[config.mk]
export PLATFORM = sky130hd
export DESIGN_NAME = nrisc_instruction_fetch_flat
export DESIGN_NICKNAME = d
export VERILOG_FILES = /design/src/rtl/nrisc_pkg.sv /design/src/rtl/nrisc_instruction_fetch_if.sv /design/src/rtl/nrisc_fetch_buffer.sv /design/src/rtl/nrisc_instruction_fetch.sv /design/src/flat_wrapper.sv
export SDC_FILE = /design/constraint.sdc
export NUM_CORES = 1
export LEC_CHECK = 0
export ABC_AREA = 1
export CORE_UTILIZATION = 58
export CTS_CLUSTER_SIZE = 30
export DETAILED_ROUTE_END_ITERATION = 6
export PLACE_DENSITY = 0.87
export SKIP_CTS_REPAIR_TIMING = 1
export SLEW_MARGIN = 15
export SYNTH_ARGS = -nofsm -noshare
export SYNTH_HDL_FRONTEND = slang
export SYNTH_HIERARCHICAL = 1
export SYNTH_SLANG_ARGS = --single-unit
[constraint.sdc]
create_clock -name clk -period 4.4 [get_ports clk]
set_clock_uncertainty 0.1 [all_clocks]
set_input_delay 1.32 -clock clk [delete_from_list [all_inputs] [get_ports clk]]
set_output_delay 1.32 -clock clk [all_outputs]
set_load 0.02 [all_outputs]
[src/rtl/nrisc_pkg.sv]
`default_nettype none
// +-----------------------------------------------------------------------------+
// | nrisc_pkg : shared constants for the NRISC instruction fetch stage           |
// | Optional feature macro: NRISC_FETCH_PREFETCH_EN (2-entry fetch buffer)       |
// | Revision : 1.0                                                               |
// +-----------------------------------------------------------------------------+
package nrisc_pkg;

  localparam logic [1:0] PC_CTRL_SEQ = 2'd0;
  localparam logic [1:0] PC_CTRL_REL = 2'd1;
  localparam logic [1:0] PC_CTRL_ABS = 2'd2;
  localparam logic [1:0] PC_CTRL_RET = 2'd3;

  typedef enum logic [1:0] {
    FETCH_IDLE  = 2'd0,
    FETCH_REQ   = 2'd1,
    FETCH_FLUSH = 2'd2
  } fetch_state_e;

  localparam logic [15:0] FETCH_RST_VECTOR = 16'h0000;

`ifdef NRISC_FETCH_PREFETCH_EN
  localparam int FETCH_BUF_DEPTH = 2;
`else
  localparam int FETCH_BUF_DEPTH = 1;
`endif

endpackage
`default_nettype wire

[src/rtl/nrisc_instruction_fetch_if.sv]
`default_nettype none
// +-----------------------------------------------------------------------------+
// | nrisc_instruction_fetch_if : instruction-memory req/ack read bus             |
// | Revision : 1.0                                                               |
// +-----------------------------------------------------------------------------+
interface nrisc_instruction_fetch_if #(
  parameter int ADDR_W  = 16,
  parameter int INSTR_W = 16
);
  logic               req;
  logic [ADDR_W-1:0]  addr;
  logic               ack;
  logic [INSTR_W-1:0] rdata;

  modport master (output req, output addr, input ack, input rdata);
  modport slave  (input req, input addr, output ack, output rdata);
endinterface
`default_nettype wire

[src/rtl/nrisc_fetch_buffer.sv]
`default_nettype none
// +-----------------------------------------------------------------------------+
// | nrisc_fetch_buffer : depth-1/2 FIFO of {pc,instr}; head is always entry 0    |
// | Revision : 1.0                                                               |
// +-----------------------------------------------------------------------------+
module nrisc_fetch_buffer #(
  parameter int WIDTH = 32,
  parameter int DEPTH = 1
) (
  input  logic             clk,
  input  logic             rst_n,
  input  logic             push,
  input  logic             pop,
  input  logic             flush,
  input  logic [WIDTH-1:0] din,
  output logic [WIDTH-1:0] dout,
  output logic             empty,
  output logic [1:0]       count
);

  logic [1:0] count_q, count_d;

  always_comb begin
    count_d = count_q;
    if (flush) count_d = 2'd0;
    else       count_d = count_q + {1'b0, push} - {1'b0, pop};
  end

  always_ff @(posedge clk or negedge rst_n) begin
    if (!rst_n) count_q <= 2'd0;
    else        count_q <= count_d;
  end

  assign empty = (count_q == 2'd0);
  assign count = count_q;

  if (DEPTH == 2) begin : g_depth2
    logic [WIDTH-1:0] e0_q, e0_d, e1_q, e1_d;

    // A push lands in the head slot when the buffer is, or is about to become, empty.
    always_comb begin
      e0_d = e0_q;
      e1_d = e1_q;
      if (pop) e0_d = e1_q;
      if (push) begin
        if (count_q == 2'd0 || (count_q == 2'd1 && pop)) e0_d = din;
        else                                              e1_d = din;
      end
    end

    always_ff @(posedge clk or negedge rst_n) begin
      if (!rst_n) begin
        e0_q <= '0;
        e1_q <= '0;
      end else begin
        e0_q <= e0_d;
        e1_q <= e1_d;
      end
    end

    assign dout = e0_q;
  end else begin : g_depth1
    logic [WIDTH-1:0] e0_q, e0_d;

    always_comb begin
      e0_d = e0_q;
      if (push) e0_d = din;
    end

    always_ff @(posedge clk or negedge rst_n) begin
      if (!rst_n) e0_q <= '0;
      else        e0_q <= e0_d;
    end

    assign dout = e0_q;
  end

endmodule
`default_nettype wire

[src/rtl/nrisc_instruction_fetch.sv]
`default_nettype none
// +-----------------------------------------------------------------------------+
// | nrisc_instruction_fetch : PC owner, imem req/ack reader, decoder feed        |
// | Revision : 1.0                                                               |
// +-----------------------------------------------------------------------------+
module nrisc_instruction_fetch
  import nrisc_pkg::*;
#(
  parameter int                ADDR_W     = 16,
  parameter int                INSTR_W    = 16,
  parameter logic [ADDR_W-1:0] RST_VECTOR = ADDR_W'(FETCH_RST_VECTOR)
) (
  input  logic                      clk,
  input  logic                      rst,
  input  logic                      stall,
  input  logic                      pc_redirect,
  input  logic [1:0]                pc_ctrl,
  input  logic [ADDR_W-1:0]         pc_target,
  nrisc_instruction_fetch_if.master imem,
  output logic [INSTR_W-1:0]        instr_out,
  output logic [ADDR_W-1:0]         instr_pc,
  output logic                      instr_valid,
  input  logic                      instr_ready,
  output logic [1:0]                fetch_state
);

  fetch_state_e      state_q, state_d;
  logic [ADDR_W-1:0] pc_fetch_q, pc_fetch_d;
  logic [ADDR_W-1:0] addr_q, addr_d;
  logic [ADDR_W-1:0] last_pc_q, last_pc_d;

  logic                      buf_empty;
  logic [1:0]                buf_count;
  logic [ADDR_W+INSTR_W-1:0] buf_dout;
  logic                      push, pop, redir, space;
  logic [1:0]                cnt_after;
  logic [ADDR_W-1:0]         rel_base, redir_pc;

  assign pop   = instr_valid && instr_ready;
  assign redir = pc_redirect && (pc_ctrl != PC_CTRL_SEQ);
  // A word returned alongside a redirect belongs to the old path and is dropped.
  assign push  = (state_q == FETCH_REQ) && imem.ack && !redir;

  // A word accepted in the same cycle as a relative branch is the branch itself.
  assign rel_base = pop ? instr_pc : last_pc_q;
  assign redir_pc = (pc_ctrl == PC_CTRL_REL) ? rel_base + pc_target : pc_target;

  // Occupancy after this edge; an issued request reserves the slot its word will fill.
  assign cnt_after = redir ? 2'd0 : buf_count + {1'b0, push} - {1'b0, pop};
  assign space     = int'(cnt_after) < FETCH_BUF_DEPTH;

  always_comb begin
    state_d    = state_q;
    pc_fetch_d = pc_fetch_q;
    addr_d     = addr_q;
    last_pc_d  = last_pc_q;
    if (pop)   last_pc_d  = instr_pc;
    if (push)  pc_fetch_d = pc_fetch_q + ADDR_W'(1);
    if (redir) pc_fetch_d = redir_pc;
    case (state_q)
      FETCH_IDLE:  if (!stall && space) state_d = FETCH_REQ;
      FETCH_REQ: begin
        if (imem.ack)   state_d = (!stall && space) ? FETCH_REQ : FETCH_IDLE;
        else if (redir) state_d = FETCH_FLUSH;
      end
      FETCH_FLUSH: if (imem.ack) state_d = (!stall && space) ? FETCH_REQ : FETCH_IDLE;
      default:     state_d = FETCH_IDLE;
    endcase
    // The address only moves when a new request starts, never mid-request.
    if (state_d == FETCH_REQ && (state_q == FETCH_IDLE || imem.ack)) addr_d = pc_fetch_d;
  end

  always_ff @(posedge clk or negedge rst) begin
    if (!rst) begin
      state_q    <= FETCH_IDLE;
      pc_fetch_q <= RST_VECTOR;
      addr_q     <= RST_VECTOR;
      last_pc_q  <= RST_VECTOR;
    end else begin
      state_q    <= state_d;
      pc_fetch_q <= pc_fetch_d;
      addr_q     <= addr_d;
      last_pc_q  <= last_pc_d;
    end
  end

  nrisc_fetch_buffer #(
    .WIDTH (ADDR_W + INSTR_W),
    .DEPTH (FETCH_BUF_DEPTH)
  ) u_buf (
    .clk   (clk),
    .rst_n (rst),
    .push  (push),
    .pop   (pop),
    .flush (redir),
    .din   ({addr_q, imem.rdata}),
    .dout  (buf_dout),
    .empty (buf_empty),
    .count (buf_count)
  );

  assign imem.req    = (state_q == FETCH_REQ) || (state_q == FETCH_FLUSH);
  assign imem.addr   = addr_q;
  assign instr_valid = !buf_empty;
  assign instr_out   = buf_dout[INSTR_W-1:0];
  assign instr_pc    = buf_dout[ADDR_W+INSTR_W-1:INSTR_W];
  assign fetch_state = state_q;

endmodule
`default_nettype wire

[src/flat_wrapper.sv]
// flat-port wrapper written by rule: the top's interface ports become plain ports
module nrisc_instruction_fetch_flat import nrisc_pkg::*;
#(
  parameter int                ADDR_W     = 16,
  parameter int                INSTR_W    = 16,
  parameter logic [ADDR_W-1:0] RST_VECTOR = ADDR_W'(FETCH_RST_VECTOR)
)
  (clk, rst, stall, pc_redirect, pc_ctrl, pc_target, instr_out, instr_pc, instr_valid, instr_ready, fetch_state, imem_req, imem_addr, imem_ack, imem_rdata);
  nrisc_instruction_fetch_if #(.ADDR_W(ADDR_W), .INSTR_W(INSTR_W)) imem_i ();
  input  logic clk;
  input  logic rst;
  input  logic stall;
  input  logic pc_redirect;
  input  logic [1:0] pc_ctrl;
  input  logic [ADDR_W-1:0] pc_target;
  output logic [INSTR_W-1:0] instr_out;
  output logic [ADDR_W-1:0] instr_pc;
  output logic instr_valid;
  input  logic instr_ready;
  output logic [1:0] fetch_state;
  output wire logic [$bits(imem_i.req)-1:0] imem_req;
  output wire logic [$bits(imem_i.addr)-1:0] imem_addr;
  input wire logic [$bits(imem_i.ack)-1:0] imem_ack;
  input wire logic [$bits(imem_i.rdata)-1:0] imem_rdata;
  assign imem_req = imem_i.req;
  assign imem_addr = imem_i.addr;
  assign imem_i.ack = imem_ack;
  assign imem_i.rdata = imem_rdata;
  nrisc_instruction_fetch #(.ADDR_W(ADDR_W), .INSTR_W(INSTR_W), .RST_VECTOR(RST_VECTOR)) u_core (.clk(clk), .rst(rst), .stall(stall), .pc_redirect(pc_redirect), .pc_ctrl(pc_ctrl), .pc_target(pc_target), .imem(imem_i), .instr_out(instr_out), .instr_pc(instr_pc), .instr_valid(instr_valid), .instr_ready(instr_ready), .fetch_state(fetch_state));
endmodule
### Yosys cells after proc, flatten, opt, wreduce, memory -nomap -nowiden

Cells that the tools add are included.

| word-level totals | value |
|---|---|
| bits in registers | 84 |
| bits of input ports | 40 |
| output and inout bits | 52 |
| logic and storage cells | 40 |

| operators by class | value |
|---|---|
| add/sub/neg operators | 4 |
| magnitude comparators | 1 |
| equality and inequality tests | 4 |
| muxes and demuxes | 11 |
| reductions and logical operators | 14 |

Operators by type and width:

| kind | count |
|---|---|
| 16-bit 2-to-1 mux | 4 |
| 16-bit by 1-bit adder with 16-bit output (second input constant) | 1 |
| 16-bit adder | 1 |
| 2-bit 2-to-1 mux | 5 |
| 2-bit by 1-bit == test with 1-bit output (second input constant) | 3 |
| 1-bit logical AND | 6 |
| 2-bit case mux with 3 select lines | 1 |
| 2-bit logical NOT | 2 |
| 1-bit logical NOT | 3 |
| 2-bit by 1-bit adder with 2-bit output | 1 |
| 2-bit == test (second input constant) | 1 |
| 1-bit logical OR | 2 |
| 2-bit by 1-bit < comparator with 1-bit output (second input constant) | 1 |
| 2-bit nonzero test | 1 |
| 2-bit by 1-bit subtractor with 2-bit output | 1 |
| 1-bit 2-to-1 mux | 1 |

### Logic depth before layout (Yosys ltp)

| depth | value |
|---|---|
| depth after elaboration | 14 |
| gate-level depth with buffers | 20 |
| depth with buffers taken out | 19 |

### Hierarchy

The synthesis kept the hierarchy.

Modules (own cells, without submodules):

| module | times used | cells an instance | area an instance (um2) | sequential area each (um2) |
|---|---|---|---|---|
| nrisc_instruction_fetch | 1 | 578 | 3718.6 | 1251.2 |
| nrisc_fetch_buffer | 1 | 87 | 1477.7 | 850.8 |

### Worst setup path before layout

Ideal clock, no wire load.

| timing path | value |
|---|---|
| path kind | input to register |
| start point | input instr_ready |
| end point | register u_core.addr_q[4], in the netlist u_core/imem.addr[4] |
| library setup time | 0.118 ns |
| data arrival time | 3.253 ns |
| data required time | 4.182 ns |
| slack | 0.929 ns |
| stages | 14 |
| buffers on the path | 1 |
| cells stage by stage | nand2_2 > clkinv_1 > clkbuf_1 > nand2_1 > nand2_1 > ha_1 > fa_1 > nand3_1 > nand3_1 > xor2_1 > o21ai_0 > nand2_1 > nand4_1 > nand2_1 |

| between the ends | value |
|---|---|
| elaborated cells between the ends (all ways) | 16 |
| classes of those cells | add/sub: 2; order compare: 1; eq/ne: 1; mux: 9; reduce/logical: 3 |

RTL lines:

| element | line | RTL |
|---|---|---|
| from (decl) | flat_wrapper.sv:19 | `input logic instr_ready;` |
| 1-bit logical AND | nrisc_instruction_fetch.sv:39 | `assign pop = instr_valid && instr_ready;` |
| named net u_core.pop | nrisc_instruction_fetch.sv:35 | `logic push, pop, redir, space;` |
| 16-bit 2-to-1 mux | - |  |
| 16-bit adder | nrisc_instruction_fetch.sv:46 | `assign redir_pc = (pc_ctrl == PC_CTRL_REL) ? rel_base + pc_target : pc_target;` |
| 16-bit 2-to-1 mux | nrisc_instruction_fetch.sv:46 |  |
| 16-bit 2-to-1 mux | nrisc_instruction_fetch.sv:59 | `if (redir) pc_fetch_d = redir_pc;` |
| named net u_core.pc_fetch_d[4] | nrisc_instruction_fetch.sv:28 | `logic [ADDR_W-1:0] pc_fetch_q, pc_fetch_d;` |
| to (signal assigned) | nrisc_instruction_fetch.sv:82 | `addr_q <= addr_d;` |
| to (decl) | nrisc_instruction_fetch.sv:29 | `logic [ADDR_W-1:0] addr_q, addr_d;` |

The timed path passes the listed nets, and every way through them passes these cells.
A chain may end at the register's enable or synchronous reset.

### Worst setup path after layout

| timing path | value |
|---|---|
| start point | input imem_ack |
| end point | register u_core.addr_q[3], in the netlist u_core/imem.addr[3] |

| between the ends | value |
|---|---|
| longest elaborated chain between the ends | 12 |
| elaborated cells between the ends (all ways) | 17 |
| classes of those cells | add/sub: 2; order compare: 1; eq/ne: 1; mux: 8; reduce/logical: 5 |

Ends and longest elaborated chain:

| element | line | RTL |
|---|---|---|
| from (decl) | flat_wrapper.sv:23 | `input wire logic [$bits(imem_i.ack)-1:0] imem_ack;` |
| 1-bit logical AND (2 in series) | nrisc_instruction_fetch.sv:42 | `assign push = (state_q == FETCH_REQ) && imem.ack && !redir;` |
| 2-bit by 1-bit adder with 2-bit output | nrisc_instruction_fetch.sv:49 | `assign cnt_after = redir ? 2'd0 : buf_count + {1'b0, push} - {1'b0, pop};` |
| 2-bit by 1-bit subtractor with 2-bit output | nrisc_instruction_fetch.sv:49 |  |
| 2-bit 2-to-1 mux | nrisc_instruction_fetch.sv:49 |  |
| 2-bit by 1-bit < comparator with 1-bit output | nrisc_instruction_fetch.sv:50 | `assign space = int'(cnt_after) < FETCH_BUF_DEPTH;` |
| 1-bit logical AND | nrisc_instruction_fetch.sv:61, nrisc_instruction_fetch.sv:63, nrisc_instruction_fetch.sv:66 |  |
| 1-bit 2-to-1 mux | nrisc_instruction_fetch.sv:63, nrisc_instruction_fetch.sv:66 |  |
| 2-bit 2-to-1 mux (on tied branches) | nrisc_instruction_fetch.sv:66, nrisc_instruction_fetch.sv:63 |  |
| 2-bit case mux with 3 select lines | nrisc_instruction_fetch.sv:60 | `case (state_q)` |
| 2-bit by 1-bit == test with 1-bit output | nrisc_instruction_fetch.sv:70 | `if (state_d == FETCH_REQ && (state_q == FETCH_IDLE \|\| imem.ack)) addr_d = pc_fetch_d;` |
| 1-bit logical AND | nrisc_instruction_fetch.sv:70 |  |

Parallel ways exist; a longest one is shown, timed or not.

==> metrics.md <==
| Metric | Value |
|---|---|
| Status | finished clean |
| CTS Sinks | 84 |
| Part of the Yosys area used for sequential elements | 40.5% |
| Hold Slack | 0.387 ns |
| Placement Rows | 34 |
| Syn Area/Cell | 7.81 um2 |
| PortBufs | 91 |
| RePlAce Congestion | 0.929 |
| Root Driver | clkbuf_8 |
| Top_reg_cell synth | dfrtp_1 |
| Final antenna-violating net count | 0 |
| WL/cell | 15.3 um |
| Vias in the first global route | 4804 |
| Height of the die | 96.7 um |
| Max-slew violation count | 0 |
| Post-synth EDFFs | 0 |
| GRT overflow | 0 |
| 1st-iter DRT viols | 401 |
| Final Hold Vio Count | 0 |
| Starting Density | 59.9% |
| # H-tree levels | 3 |
| IO Pins | 92 |
| Post-layout instance area | 6360 um2 |
| Tcrit/Tclk final | 87.5% |
| Synthesized area | 5200 um2 |
| HP Class | register to register |
| WP data arrival | 3.98 ns |
| Residual DRC | 0 |
| Pin count of the biggest net entering global routing | 85 |
| Seq pwr share | 29.7% |
| Max Root-Sink Buffers | 2 |
| RSZ-0062 raised after global routing | no |
| Setup crit end kind | register |
| Max_cap viols | 0 |
| Lkg Pwr | 3.33 nW |
| Maximum VDD drop | 271 uV |
| Clk pwr share | 12.4% |
| Yosys top cell by area | dfrtp_1 |
| Area delta synth->final | 22.3% |
| Startpoint types | primary input |
| First-pass GRT wire length | 22.5 mm |
| Total power per unit cell area | 722 nW/um2 |
| Synth async-reset ratio | 100% |
| DR WL met3 | 1.09 mm |
| Class of the most critical setup path | primary input to register |
| Setup violators final | 0 |
| Detailed Place HPWL | 9.86 mm |
| Setup total negative slack | 0 ns |
| Register area | 2100 um2 |
| Top post-synthesis cells by area | dfrtp_1 (40%), nand2_1 (18%), mux2_4 (8.7%) |
| CTS tree | done |
| Syn_nets | 730 |
| Most common cell in the synthesized netlist | nand2_1 |
| P_int | 0.00252 W |
| Gate power share | 57.9% |
| Syn Inst Count | 665 |
| Share of the synthesized area in the top cell type | 40.5% |
| Core ar. | 8680 um2 |
| Number of fill cells | 676 |
| Synth cell types | 34 |
| Required time worst endpoint | 4.54 ns |
| Synth top cells by count | nand2_1 (255), dfrtp_1 (84), inv_1 (80) |
| Achievable Freq | 0.260 GHz |
| Layout cells sized above 1 | 9.96% |
| Horiz. Die Dim | 96.7 um |
| Area occupied by multi-input gates | 2650 um2 |
| Top layer in use | met4 |
| Die Area | 9340 um2 |
| Pin slew with the least headroom to its limit | 1.04 ns |
| Routed wl met2 | 6.26 mm |
| Vias | 4800 |
| Total wire length | 13.3 mm |
| ANT cells | 0 |
| Via-to-Cell Ratio | 5.51 |
| Pre-Repair DR Iteration Count | 5 |
| Clk_lat worst skew | 0.36 ns |
| Clk slew on worst S/H paths | 0.08 ns |
| Number of synthesized register bits | 84 |
| Placed instance area | 6150 um2 |
| NetSw | 0.00207 W |
| All-layer global routing usage | 29.8% |
| YS warnings | 6 |
| Initial antenna violation count | 0 |
| Nets | 823 |
| CP max FO | 16 |
| Worst slew margin | 30.9% |
| Final core occ | 73.3% |
| Tmin final | 3.85 ns |
| Sw frac | 45.1% |
| Met1 Wirelength | 5.56 mm |
| Number of CTS-inserted buffers | 9 |
metal layers:
layer / global-route usage [%] / vias up
met3: 5.20 / 44
met1: 39.5 / 2226
met4: 10.9 / 0
met5: 0 / -
li1: - / 2270
met2: 49.1 / 260
placed cells by master, fill, tap and decap left out:
| cell | n |
|---|---|
| clkinvlp_4 | 2 |
| nand3b_1 | 2 |
| nand2_1 | 255 |
| inv_6 | 2 |
| dfrtp_1 | 84 |
| nand3_2 | 2 |
| ha_1 | 24 |
| nor2_1 | 51 |
| clkinv_4 | 1 |
| nor3_2 | 1 |
| o21ai_0 | 22 |
| xor2_1 | 5 |
| fa_1 | 1 |
| clkinv_1 | 1 |
| or2_2 | 1 |
| a21oi_1 | 18 |
| nor2_4 | 3 |
| nor3_1 | 6 |
| o21ai_1 | 1 |
| buf_4 | 7 |
| bufinv_16 | 1 |
| nand2_4 | 1 |
| a21oi_2 | 1 |
| mux2_4 | 30 |
| inv_1 | 79 |
| mux2_2 | 2 |
| clkbuf_8 | 10 |
| clkdlybuf4s50_1 | 90 |
| nand4_1 | 8 |
| nand2_2 | 7 |
| inv_2 | 3 |
| nand3_1 | 37 |
| a31oi_1 | 1 |
| o21ai_2 | 2 |
| a32o_1 | 1 |
| o211ai_1 | 1 |
registers in the layout, indices dropped and copies added, names as in the netlist:
name,cells
u_core/fetch_state,2
u_core/imem.addr,16
u_core/last_pc_q,16
u_core/pc_fetch_q,16
u_core/u_buf/count,2
u_core/u_buf/dout,32
cells by family (layout without fill, tap and decap cells):
family / after synthesis / in the layout / synth area share, %
AND/OR/NAND/NOR: 374 / 374 / 29.9
buffers and inverters: 98 / 196 / 8.62
flip-flops: 84 / 84 / 40.5
AO/OA/AOI/OAI: 47 / 47 / 4.91
multiplexers: 32 / 32 / 9.10
adder cells (fa/ha/maj): 25 / 25 / 6.16
XOR/XNOR: 5 / 5 / 0.843
worst max-delay path, cell delays in order:
cell and delay, ns:
clkdlybuf4s50_1 0.53, nand2_1 0.16, inv_2 0.13, nand2_4 0.08, ha_1 0.31, inv_1 0.06, ha_1 0.16, nand3_1 0.08
nand3_1 0.10, nand3_2 0.10, nand2_2 0.09, nand2_2 0.06, nor2_4 0.15, nand3_2 0.36, nand2_1 0.20, nand2_1 0.09
cell type report:
cell class,count,area share (%)
repair buffers,97,15.0
clock inverters,6,1.12
clock buffers,10,2.16
well taps,108,2.13
inverters,83,4.90
flip-flops and latches,84,33.1
multi-input cells,483,41.6
metrics by stage:
stage | std cells | power (W) | setup slack (ns)
4_1_cts | 871 | 0.00458 | 0.612
3_5_place_dp | 855 | 0.00398 | 0.321
3_3_place_gp | 855 | 0.00386 | 0.386
2_1_floorplan | 665 | 0.00309 | 0.929
6_report | 871 | 0.00459 | 0.552
5_1_grt | 871 | 0.00493 | 0.355
power groups by stage:
stage          clock network [W]  registers [W]  logic, W
2_1_floorplan                  0        0.00158   0.00151
6_report                0.000571        0.00136   0.00266
5_1_grt                 0.000616        0.00140   0.00291
3_3_place_gp                   0        0.00135   0.00251
3_5_place_dp                   0        0.00137   0.00262
4_1_cts                 0.000582        0.00136   0.00264
worst paths after layout:
| kind | startpoint | slack, ns | cells past startpoint | end |
|---|---|---|---|---|
| setup / recovery | imem_ack | 0.55 | 16 | u_core/imem.addr[3] |
| hold / removal | u_core/last_pc_q[14] | 0.39 | 2 | u_core/last_pc_q[14] |
| setup reg to reg | u_core/fetch_state[1] | 1.28 | 17 | u_core/imem.addr[3] |
| hold reg to reg | u_core/last_pc_q[14] | 0.39 | 2 | u_core/last_pc_q[14] |
| max in group asynchronous | rst | 2.50 | 1 | u_core/pc_fetch_q[9] |
| min in group asynchronous | rst | 1.04 | 1 | u_core/u_buf/dout[8] |
Power figures use the tool's default switching activity.
